==> config.mk <==
export PLATFORM = sky130hd
export DESIGN_NAME = id_ex_stage
export DESIGN_NICKNAME = d
export VERILOG_FILES = /design/src/rtl/id_ex_stage.sv
export SDC_FILE = /design/constraint.sdc
export NUM_CORES = 1
export LEC_CHECK = 0
export ABC_AREA = 1
export CAP_MARGIN = 20
export CORE_MARGIN = 2
export CORE_UTILIZATION = 30
export DETAILED_ROUTE_END_ITERATION = 10
export HOLD_SLACK_MARGIN = 0.12
export PLACE_DENSITY = 0.71
export SETUP_SLACK_MARGIN = 0.02
export SYNTH_ARGS = -nofsm -noshare
export SYNTH_HDL_FRONTEND = slang
export SYNTH_SLANG_ARGS = --single-unit
==> constraint.sdc <==
create_clock -name clk -period 1.2 [get_ports clk]
set_input_delay 0.24 -clock clk [delete_from_list [all_inputs] [get_ports clk]]
set_output_delay 0.24 -clock clk [all_outputs]
set_load 0.03 [all_outputs]
==> src/rtl/id_ex_stage.sv <==
// ID/EX pipeline register with EX-side operand forwarding and load-use detection.
// Define FORWARD_EN to enable EX/MEM and MEM/WB forwarding; otherwise operands come straight from the register file reads.
module id_ex_stage #(
  parameter int DW              = 32,
  parameter int SIZE_ALUCTRLOUT = 3
) (
  input  logic                       clk,
  input  logic                       rst_n,
  input  logic                       IdValid,
  input  logic [DW-1:0]              IdReadData1,
  input  logic [DW-1:0]              IdReadData2,
  input  logic [DW-1:0]              IdImm,
  input  logic                       IdAluSrc,
  input  logic [SIZE_ALUCTRLOUT:0]   IdAluCtrl,
  input  logic [4:0]                 IdShamt,
  input  logic [4:0]                 IdRs,
  input  logic [4:0]                 IdRt,
  input  logic [4:0]                 IdRd,
  input  logic                       IdRegWrite,
  input  logic                       IdMemRead,
  input  logic                       IdMemWrite,
  input  logic                       Stall,
  input  logic                       Flush,
  input  logic                       ExMemRegWrite,
  input  logic [4:0]                 ExMemRd,
  input  logic [DW-1:0]              ExMemAluRes,
  input  logic                       MemWbRegWrite,
  input  logic [4:0]                 MemWbRd,
  input  logic [DW-1:0]              MemWbData,
  output logic                       ExValid,
  output logic [DW-1:0]              InputData1,
  output logic [DW-1:0]              InputData2,
  output logic [SIZE_ALUCTRLOUT:0]   AluCtrlOut,
  output logic [4:0]                 Shamt,
  output logic [DW-1:0]              ExStoreData,
  output logic [4:0]                 ExRd,
  output logic                       ExRegWrite,
  output logic                       ExMemRead,
  output logic                       ExMemWrite,
  output logic                       LoadUseHazard
);

  logic                     valid_q, valid_d;
  logic [DW-1:0]            rd1_q, rd1_d;
  logic [DW-1:0]            rd2_q, rd2_d;
  logic [DW-1:0]            imm_q, imm_d;
  logic                     alusrc_q, alusrc_d;
  logic [SIZE_ALUCTRLOUT:0] aluctrl_q, aluctrl_d;
  logic [4:0]               shamt_q, shamt_d;
  logic [4:0]               rs_q, rs_d;
  logic [4:0]               rt_q, rt_d;
  logic [4:0]               rd_q, rd_d;
  logic                     regwrite_q, regwrite_d;
  logic                     memread_q, memread_d;
  logic                     memwrite_q, memwrite_d;
  logic [DW-1:0]            fwd_a, fwd_b;

  // Flush beats Stall; a load with IdValid=0 degenerates into the same bubble.
  always_comb begin
    valid_d    = valid_q;
    rd1_d      = rd1_q;
    rd2_d      = rd2_q;
    imm_d      = imm_q;
    alusrc_d   = alusrc_q;
    aluctrl_d  = aluctrl_q;
    shamt_d    = shamt_q;
    rs_d       = rs_q;
    rt_d       = rt_q;
    rd_d       = rd_q;
    regwrite_d = regwrite_q;
    memread_d  = memread_q;
    memwrite_d = memwrite_q;
    if (Flush) begin
      valid_d    = 1'b0;
      regwrite_d = 1'b0;
      memread_d  = 1'b0;
      memwrite_d = 1'b0;
    end else if (!Stall) begin
      valid_d    = IdValid;
      rd1_d      = IdReadData1;
      rd2_d      = IdReadData2;
      imm_d      = IdImm;
      alusrc_d   = IdAluSrc;
      aluctrl_d  = IdAluCtrl;
      shamt_d    = IdShamt;
      rs_d       = IdRs;
      rt_d       = IdRt;
      rd_d       = IdRd;
      regwrite_d = IdValid & IdRegWrite;
      memread_d  = IdValid & IdMemRead;
      memwrite_d = IdValid & IdMemWrite;
    end
  end

  always_ff @(posedge clk) begin
    if (!rst_n) begin
      valid_q    <= 1'b0;
      rd1_q      <= '0;
      rd2_q      <= '0;
      imm_q      <= '0;
      alusrc_q   <= 1'b0;
      aluctrl_q  <= '0;
      shamt_q    <= '0;
      rs_q       <= '0;
      rt_q       <= '0;
      rd_q       <= '0;
      regwrite_q <= 1'b0;
      memread_q  <= 1'b0;
      memwrite_q <= 1'b0;
    end else begin
      valid_q    <= valid_d;
      rd1_q      <= rd1_d;
      rd2_q      <= rd2_d;
      imm_q      <= imm_d;
      alusrc_q   <= alusrc_d;
      aluctrl_q  <= aluctrl_d;
      shamt_q    <= shamt_d;
      rs_q       <= rs_d;
      rt_q       <= rt_d;
      rd_q       <= rd_d;
      regwrite_q <= regwrite_d;
      memread_q  <= memread_d;
      memwrite_q <= memwrite_d;
    end
  end

`ifdef FORWARD_EN
  // EX/MEM is the younger result, so it wins; r0 is hardwired and never forwarded.
  always_comb begin
    fwd_a = rd1_q;
    if (ExMemRegWrite && (ExMemRd != 5'd0) && (ExMemRd == rs_q))
      fwd_a = ExMemAluRes;
    else if (MemWbRegWrite && (MemWbRd != 5'd0) && (MemWbRd == rs_q))
      fwd_a = MemWbData;
  end

  always_comb begin
    fwd_b = rd2_q;
    if (ExMemRegWrite && (ExMemRd != 5'd0) && (ExMemRd == rt_q))
      fwd_b = ExMemAluRes;
    else if (MemWbRegWrite && (MemWbRd != 5'd0) && (MemWbRd == rt_q))
      fwd_b = MemWbData;
  end
`else
  logic unused_fwd;
  assign unused_fwd = ^{ExMemRegWrite, ExMemRd, ExMemAluRes,
                        MemWbRegWrite, MemWbRd, MemWbData, rs_q, rt_q};
  assign fwd_a = rd1_q;
  assign fwd_b = rd2_q;
`endif

  assign ExValid     = valid_q;
  assign InputData1  = fwd_a;
  assign InputData2  = alusrc_q ? imm_q : fwd_b;
  assign ExStoreData = fwd_b;
  assign AluCtrlOut  = aluctrl_q;
  assign Shamt       = shamt_q;
  assign ExRd        = rd_q;
  assign ExRegWrite  = valid_q & regwrite_q;
  assign ExMemRead   = valid_q & memread_q;
  assign ExMemWrite  = valid_q & memwrite_q;

  assign LoadUseHazard = ExValid & ExMemRead & (ExRd != 5'd0) &
                         ((ExRd == IdRs) | (ExRd == IdRt));

endmodule
==> results of run 1 <==
## repair_timing
item | in CTS | in global routing
gates resized for setup | 98 | 110
cloned | 2 | 2
pin swaps | 18 | 21
setup endpoints to repair | 47 | 86
setup buffers | 5 | 3
## worst min-delay path, delay by kind of cell
kind | cells | cell delay (ns)
AOI/OAI and AO/OA | 1 | 0.05
buffers and inverters | 2 | 0.22
and+or+nand+nor | 1 | 0.12
## synthesized netlist by cell type, drive strengths merged
master    n  area [sq um]
nor2    153           577
nand2    62           233
dfxtp   115          2300
xnor2     2          17.5
xor2      1          8.76
clkbuf   20          77.6
nand4     1          6.26
nand3     5          25.0
o21ai   144           721
inv      50           188
a21oi    42           214
buf      23           186
## layer usage
| metal | routed length (um) | part of all wire |
|---|---|---|
| met1 | 6570 | 0.42 |
| met2 | 7410 | 0.48 |
| met3 | 1140 | 0.073 |
| met4 | 469 | 0.030 |
| met5 | 0 | 0 |
## final timing paths
path / endpoint / slack [ns] / from
max: LoadUseHazard / -0.52 / ExRd[1]
max reg2reg: alusrc_q / 0.21 / alusrc_q
min: memread_q / 0.26 / Flush
min reg2reg: memread_q / 0.47 / memread_q
## layout by cell type, fill, tap and decap left out, types with 4 or more instances in the layout
cell	Yosys	layout
nor2_1	152	150
clkdlybuf4s50_1	0	124
o21ai_0	134	102
dfxtp_1	115	96
buf_6	7	83
buf_4	7	53
inv_1	49	41
a21oi_1	41	40
o21ai_4	0	26
nand2_4	0	24
nand2_1	62	23
clkbuf_16	0	19
nand2_2	0	15
buf_12	0	13
dfxtp_2	0	12
o21ai_1	10	10
dfxtp_4	0	7
o21ai_2	0	6
inv_2	1	6
nand3_1	5	5
clkbuf_8	0	5
buf_8	1	5
clkinv_2	0	4
## state kept, by name (all words and copies together) (netlist names), 4 cells and up
name         count
ExRd             5
AluCtrlOut       4
ExStoreData     32
Shamt            5
imm_q           32
InputData1      32
## power by group
part           leakage [nW]  internal [mW]  switching [mW]  total [mW]
clock                 0.279           3.08            1.68        4.76
sequential            0.958           4.08           0.185        4.26
combinational          2.78           1.29            1.34        2.63
total                  4.01           8.45            3.21        11.7
## metrics by stage
stage                      util  cells  setup slack (ns)  area (sq um)  setup TNS, ns
after floorplan               -    618           -0.0690          4890        -0.0690
after global placement    0.487   1039            -0.436          7330         -29.88
after detailed placement  0.487   1039            -0.438          7330         -31.67
after CTS                 0.554   1076            -0.507          8330         -14.43
after global routing      0.584   1080            -0.601          8780         -15.27
final                     0.584   1080            -0.525          8780         -13.68
## cell type report
| class | count | area (sq um) | share of cell area |
|---|---|---|---|
| Clock inverter | 5 | 50.0 | 0.00570 |
| Clock buffer | 25 | 505 | 0.0576 |
| Timing Repair Buffer | 287 | 3080 | 0.351 |
| Sequential cell | 115 | 2340 | 0.267 |
| Multi-Input combinational cell | 410 | 2360 | 0.269 |
| Inverter | 50 | 198 | 0.0225 |
| Tap cell | 188 | 235 | 0.0268 |
## cell families (layout without fill, tap and decap cells)
family          Yosys count  after routing  share of synthesized area
simple gates            221            221                      0.185
compound gates          186            186                      0.205
flops                   115            115                      0.505
buf+inv                  93            367                     0.0991
xor+xnor                  3              3                    0.00577
==> flow_summary.json, run 1 <==
{
  "status": "complete, but fails checks",
  "violations": "negative setup slack",
  "totalPowerFinal_mw": 11.7,
  "grt-busiest-layer": "met2",
  "die_w_um": 127,
  "io_buffers": 243,
  "gp_congestion": 0.872,
  "clock_latency_ns": 0.41,
  "max_cap_viol_count": 0,
  "critPathCaptureType": "output pin",
  "cp.required_ns": 0.96,
  "final-hold-violation-count": 0,
  "timing.final.crit_share": 1.44,
  "start_util": 0.303,
  "setup_viol": 39,
  "drt_iter0_drc": 232,
  "rows": 45,
  "finalWorstSetupSlack_ns": -0.525,
  "area_growth_pct": 92.7,
  "slew_viol_final": 0,
  "crit_family": "flip-flops",
  "nets": 1086,
  "core_area_sq_mm": 0.0150,
  "grt_remaining_overflow": 0,
  "path_buf_inv": 2,
  "max_slew.worst_pin.slew_ns": 0.224,
  "syn-num-nets": 823,
  "grt_max_degree": 57,
  "synth_area_sq_mm": 0.00456,
  "maxSlewHeadroom": 0.850,
  "postSynthAreaPerCell_sq_um": 7.37,
  "grt_util_met2": 0.294,
  "min_path_cells": 4,
  "firstDrtPassIters": 4,
  "slowest_delay_ns": 0.37,
  "crit_cells": 7,
  "cts_tree": "yes",
  "path_cells": "inv_4, nand2_2, nand2_1, nor2_1, nand3_1, a21oi_4, buf_6",
  "die-area_sq_mm": 0.0162,
  "antennaDiodeCount": 0,
  "p_leak_nw": 4.01,
  "path_max_fanout": 4,
  "cts_inserted_buffers": 17,
  "ir_drop_uv": 841,
  "rsz0062_at_grt": "yes",
  "drc": 0,
  "fmax_mhz": 580,
  "hold_class": "primary input to register",
  "drive_above_1_share": 0.327,
  "die_h_um": 127,
  "syn_inst": 618,
  "synth.distinct_cells": 20,
  "hold_ws_ns": 0.260,
  "antenna_found_initial": 0,
  "ctsRootBufferMaster": "clkbuf_16",
  "dp_hpwl_um": 10300,
  "fillCellCount": 1315,
  "io_pins": 320,
  "final.min_clock_period_ns": 1.72,
  "ys_seq_area_frac": 0.505,
  "wirelength_um": 15600,
  "grt_use_total": 0.185,
  "skew_ns": 0,
  "synth_seq_cells": 115,
  "vias_per_cell": 4.66,
  "grtUsageMet1": 0.228,
  "numClockSinks": 115,
  "ctsHoldBuffers": 0,
  "ant_nets": 0,
  "cts_max_path_buffers": 2,
  "grt_pass1_vias": 4849,
  "via_count": 5038,
  "cp_slowest_cell": "dfxtp_4",
  "grt_pass1_wl_um": 24000,
  "worst-setup-path-type": "register to output pin",
  "worstSetupStartpointType": "register",
  "yosysWarnings": 0,
  "met3_usage": 0.0620,
  "clkTransAtPathRegs_ns": 0.05,
  "worstPathArrival_ns": 1.48,
  "h-tree-depth": 4,
  "power.density_mw_per_mm2": 1330,
  "reg2reg_depth": 4,
  "drt-wirelength-per-cell_um": 14.4
}
(Power assumes the default switching activity.)
==> run 2: changes to the inputs <==
GPL_TIMING_DRIVEN = 1   (was default)
clock period = 2.2 ns   (was 1.2 ns; I/O delays follow)
==> flow_summary.json, run 2 (same netlist as run 1, synthesis figures left out) <==
{
  "status": "complete, no violations",
  "start_util": 0.303,
  "worstSetupStartpointType": "register",
  "ir_drop_uv": 463,
  "timing.final.crit_share": 0.946,
  "power.density_mw_per_mm2": 816,
  "ctsRootBufferMaster": "clkbuf_16",
  "gp_congestion": 0.766,
  "nets": 1051,
  "cts_tree": "yes",
  "switching_share": 0.262,
  "die_w_um": 127,
  "worstPathArrival_ns": 1.64,
  "wirelength_um": 13800,
  "slew_viol_final": 0,
  "cp.required_ns": 1.76,
  "fmax_mhz": 480,
  "layout_common_cells": "clkdlybuf4s50_1 (209), nor2_1 (152), o21ai_0 (134), dfxtp_1 (114), nand2_1 (62)",
  "rows": 45,
  "cts_max_path_buffers": 2,
  "numClockSinks": 115,
  "antennaDiodeCount": 0,
  "p_leak_nw": 3.22,
  "final-hold-violation-count": 0,
  "rsz0062_at_grt": "no",
  "critPathCaptureType": "output pin",
  "fillCellCount": 1448,
  "p_clk_frac": 0.450,
  "dp_slack_ns": 0.171,
  "hold_class": "primary input to register",
  "io_pins": 320,
  "setup_tns_ns": 0,
  "grt_max_degree": 75,
  "p_int_mw": 4.62,
  "post-place-cells": 1015,
  "worst-setup-path-type": "register to output pin",
  "final.min_clock_period_ns": 2.08,
  "power_frac_comb": 0.183,
  "maxSlewHeadroom": 0.755,
  "io_buffers": 243,
  "grt_pass1_vias": 4400,
  "clkTransAtPathRegs_ns": 0.05,
  "skew_ns": 0,
  "layout_commonest_cell": "clkdlybuf4s50_1",
  "drive_above_1_share": 0.0710,
  "drt_iter0_drc": 246,
  "vias_per_cell": 4.53,
  "ant_nets": 0,
  "ctsHoldBuffers": 0,
  "die-area_sq_mm": 0.0162,
  "die_h_um": 127,
  "finalWorstSetupSlack_ns": 0.118,
  "grt_pass1_wl_um": 21900,
  "firstDrtPassIters": 4,
  "via_count": 4748,
  "reg2reg_slack_ns": 1.21,
  "stdcell_count": 1047,
  "seq_power_share": 0.367,
  "clock_latency_ns": 0.41,
  "max_slew.worst_pin.slew_ns": 0.367,
  "core_area_sq_mm": 0.0150,
  "max_cap_viol_count": 0,
  "h-tree-depth": 4,
  "drc": 0,
  "grt_use_total": 0.170,
  "power.switching_mw": 1.64,
  "cts_inserted_buffers": 17,
  "dp_hpwl_um": 9430,
  "antenna_found_initial": 0,
  "path_max_fanout": 24,
  "grt_remaining_overflow": 0,
  "area_growth_pct": 68.3,
  "drt-wirelength-per-cell_um": 13.2,
  "setup_viol": 0
}
-- run 2: changes by cell type in the layout (fill, tap and decap cells not counted), moves of 24 or more --
cell             delta
o21ai_0            +32
nand2_4            -24
buf_6              -82
buf_4              -33
nand2_1            +39
clkdlybuf4s50_1    +85
o21ai_4            -26
-- run 2: worst paths after layout --
check                                start              to  cells past startpoint
worst min register to register  memwrite_q      memwrite_q                      2
worst max register to register    alusrc_q        alusrc_q                      3
worst max-delay path              alusrc_q  InputData2[18]                      4
worst min-delay path                 rst_n       imm_q[16]                      3
-- run 2: cell type report --
class                      instances  area [sq um]  area share
timing repair buffer             252          2520       0.329
tap                              188           235      0.0307
clock buffer                      23           478      0.0623
inverter                          50           190      0.0248
clock inverter                     9           128      0.0166
multi-input combinational        410          1810       0.236
sequential                       115          2300       0.300
-- run 2: repair_timing --
item                       CTS  global route
cloned                       0             0
setup buffers                0             0
setup endpoints to repair   11             5
gates resized for setup     11             5
-- run 2: worst max-delay path: stages, from the launching register on --
cell and delay, ns:
dfxtp_2 0.44, buf_12 0.19, nand2_1 0.07, o21ai_0 0.09, dlygate4sd2_1 0.43
-- run 2: power groups by stage --
stage	Combinational (mW)	Clock [mW]	Sequential [mW]
3_3_place_gp	1.16	0	2.33
5_1_grt	1.24	2.99	2.31
4_1_cts	1.15	2.89	2.29
2_1_floorplan	0.402	0	2.51
6_report	1.15	2.82	2.30
3_5_place_dp	1.16	0	2.34
-- run 2: layer usage --
layer | GRT usage | vias to the layer above | wire (um)
li1 | - | 2434 | -
met1 | 0.214 | 2115 | 6260
met2 | 0.259 | 182 | 6050
met3 | 0.0762 | 17 | 1290
met4 | 0.0588 | 0 | 241
met5 | 0 | - | 0
-- run 2: per-stage QoR --
step	hold slack (ns)	cell area, sq um	utilization	power [mW]
after floorplan	0.437	4560	-	2.92
after global placement	0.449	7060	0.470	3.49
after detailed placement	0.450	7060	0.470	3.50
after CTS	0.363	7650	0.509	6.33
after global routing	0.379	7670	0.510	6.54
final	0.387	7670	0.510	6.26
==> run 3: changes to the inputs <==
ABC_AREA = default   (was 1)
PLACE_DENSITY = 0.7   (was 0.71)
==> flow_summary.json, run 3 <==
{
  "rr_endpoint": "ExRd[4]",
  "grt_pass1_wl_um": 22300,
  "yosysWarnings": 0,
  "worst-setup-path-type": "register to output pin",
  "dp_hpwl_um": 9630,
  "numClockSinks": 115,
  "gp_congestion": 0.764,
  "power.density_mw_per_mm2": 763,
  "antennaDiodeCount": 0,
  "io_pins": 320,
  "reg2reg_depth": 3,
  "cts_tree": "yes",
  "ir_drop_uv": 468,
  "ys_async_sr_fraction": 0,
  "die_w_um": 130,
  "synth_edf_count": 0,
  "synth.distinct_cells": 21,
  "antenna_found_initial": 0,
  "final.min_clock_period_ns": 2.11,
  "cts_inserted_buffers": 17,
  "synth_most_common_cell": "nand2_1",
  "setup_viol": 0,
  "reg2reg_from": "ExRd[4]",
  "min_path_cells": 2,
  "final-hold-violation-count": 0,
  "drive_above_1_share": 0.134,
  "stdcell_count": 1011,
  "drt_iter0_drc": 151,
  "post-place-cells": 976,
  "core_area_sq_mm": 0.0153,
  "grt_remaining_overflow": 0,
  "worstPathArrival_ns": 1.67,
  "area_growth_pct": 69.5,
  "ctsRootBufferMaster": "clkbuf_16",
  "rows": 45,
  "worstSetupStartpointType": "register",
  "clock_latency_ns": 0.40,
  "hold_ws_ns": 0.449,
  "layout_common_cells": "nand2_1 (222), clkdlybuf4s50_1 (203), dfxtp_1 (110), a21boi_1 (90), mux2_2 (32)",
  "synth_area_sq_mm": 0.00474,
  "min-delay-start": "imm_q[17]",
  "synth_ff_type": "dfxtp_1",
  "fillCellCount": 1470,
  "ant_nets": 0,
  "slew_viol_final": 0,
  "p_leak_nw": 3.17,
  "grt_max_degree": 113,
  "synth_area_leaders": "dfxtp_1 (49%), nand2_1 (18%), a21boi_1 (14%)",
  "nets": 992,
  "rsz0062_at_grt": "no",
  "wirelength_um": 14400,
  "postSynthAreaPerCell_sq_um": 8.60,
  "via_count": 4452,
  "skew_ns": 0,
  "die_h_um": 130,
  "layout_commonest_cell": "nand2_1",
  "grt_use_total": 0.170,
  "h-tree-depth": 4,
  "ys_seq_area_frac": 0.485,
  "holdPathEnd": "imm_q[17]",
  "status": "complete, no violations",
  "max_cap_viol_count": 0,
  "io_buffers": 243,
  "cp.required_ns": 1.76,
  "maxSlewHeadroom": 0.695,
  "firstDrtPassIters": 4,
  "critPathCaptureType": "output pin",
  "grt_pass1_vias": 4300,
  "yosysTopAreaCell": "dfxtp_1",
  "cts_max_path_buffers": 2,
  "die-area_sq_mm": 0.0168,
  "timing.final.crit_share": 0.958,
  "synth_commonest_cells": "nand2_1 (222), dfxtp_1 (115), a21boi_1 (90)",
  "vias_per_cell": 4.40,
  "synth_seq_cells": 115,
  "hold_class": "register to register",
  "ctsHoldBuffers": 0,
  "syn-num-nets": 757,
  "syn_inst": 552,
  "path_max_fanout": 12,
  "drt-wirelength-per-cell_um": 14.3,
  "clkTransAtPathRegs_ns": 0.05,
  "drc": 0,
  "start_util": 0.310,
  "reg2reg_slack_ns": 1.42,
  "yosysTopAreaCellShare": 0.485,
  "max_slew.worst_pin.slew_ns": 0.458,
  "fmax_mhz": 475
}
[run 3: cell count changes after synthesis, sizes merged, moves of 40 or more]
cell and delta:
a21oi -40, nand2 +160, inv -50, a21boi +111, o21ai -143, nor2 -148
[run 3: worst max-delay path by stage]
stage | start | to | slack (ns) | cells after the start
6_report | alusrc_q | InputData2[9] | 0.09 | 3
5_1_grt | alusrc_q | InputData2[22] | 0.02 | 3
4_1_cts | alusrc_q | InputData2[27] | -0.02 | 3
3_5_place_dp | IdRs[2] | LoadUseHazard | -0.03 | 7
3_3_place_gp | IdRs[2] | LoadUseHazard | -0.03 | 7
2_1_floorplan | ExValid | LoadUseHazard | 0.24 | 3
[run 3: stage by stage]
stage / cell area [sq um] / setup WS [ns] / utilization / TNS [ns] / total power [mW]
2_1_floorplan: 4740 / 0.237 / - / 0 / 2.74
3_3_place_gp: 7400 / -0.0252 / 0.483 / -0.0252 / 3.23
3_5_place_dp: 7400 / -0.0265 / 0.483 / -0.0265 / 3.24
4_1_cts: 8020 / -0.0184 / 0.524 / -0.0184 / 6.22
5_1_grt: 8040 / 0.0214 / 0.525 / 0 / 6.38
6_report: 8040 / 0.0926 / 0.525 / 0 / 6.13
[run 3: worst max-delay path: stages, from the launching register on]
cell             delay (ns)
dfxtp_4                0.40
buf_12                 0.16
mux2_2                 0.35
clkdlybuf4s15_1        0.35
[run 3: metal layers]
layer  share of wire  GRT usage  vias to the layer above
met5               0          0                        -
met3            0.11     0.0861                        7
met1            0.43      0.200                     2003
met2            0.46      0.275                      172
met4          0.0084     0.0430                        0
li1                -          -                     2270
[run 3: repair_timing]
action / CTS / global route
gates cloned: 1 / 0
gates resized for setup: 95 / 20
setup buffers: 1 / 2
setup endpoints to repair: 34 / 10
pin swaps: 2 / 7
[run 3: cell families after synthesis]
| group | share of synthesized area |
|---|---|
| AOI/OAI and AO/OA | 0.184 |
| xor gates and xnor gates | 0.0185 |
| buffers and inverters | 0.0435 |
| DFF | 0.485 |
| muxes | 0.0760 |
| and+or+nand+nor | 0.193 |
[run 3: cell type report]
class	instances	area (sq um)	area share
Timing Repair Buffer	256	2560	0.318
Sequential cell	115	2320	0.288
Multi-Input combinational cell	397	2260	0.282
Clock buffer	23	488	0.0607
Tap cell	211	264	0.0328
Clock inverter	9	150	0.0187
[run 3: power breakdown]
group	internal [mW]	leakage, nW	switching, mW
registers	2.18	0.943	0.0576
logic	0.484	1.91	0.453
clock network	2.01	0.309	0.948
total	4.67	3.17	1.46
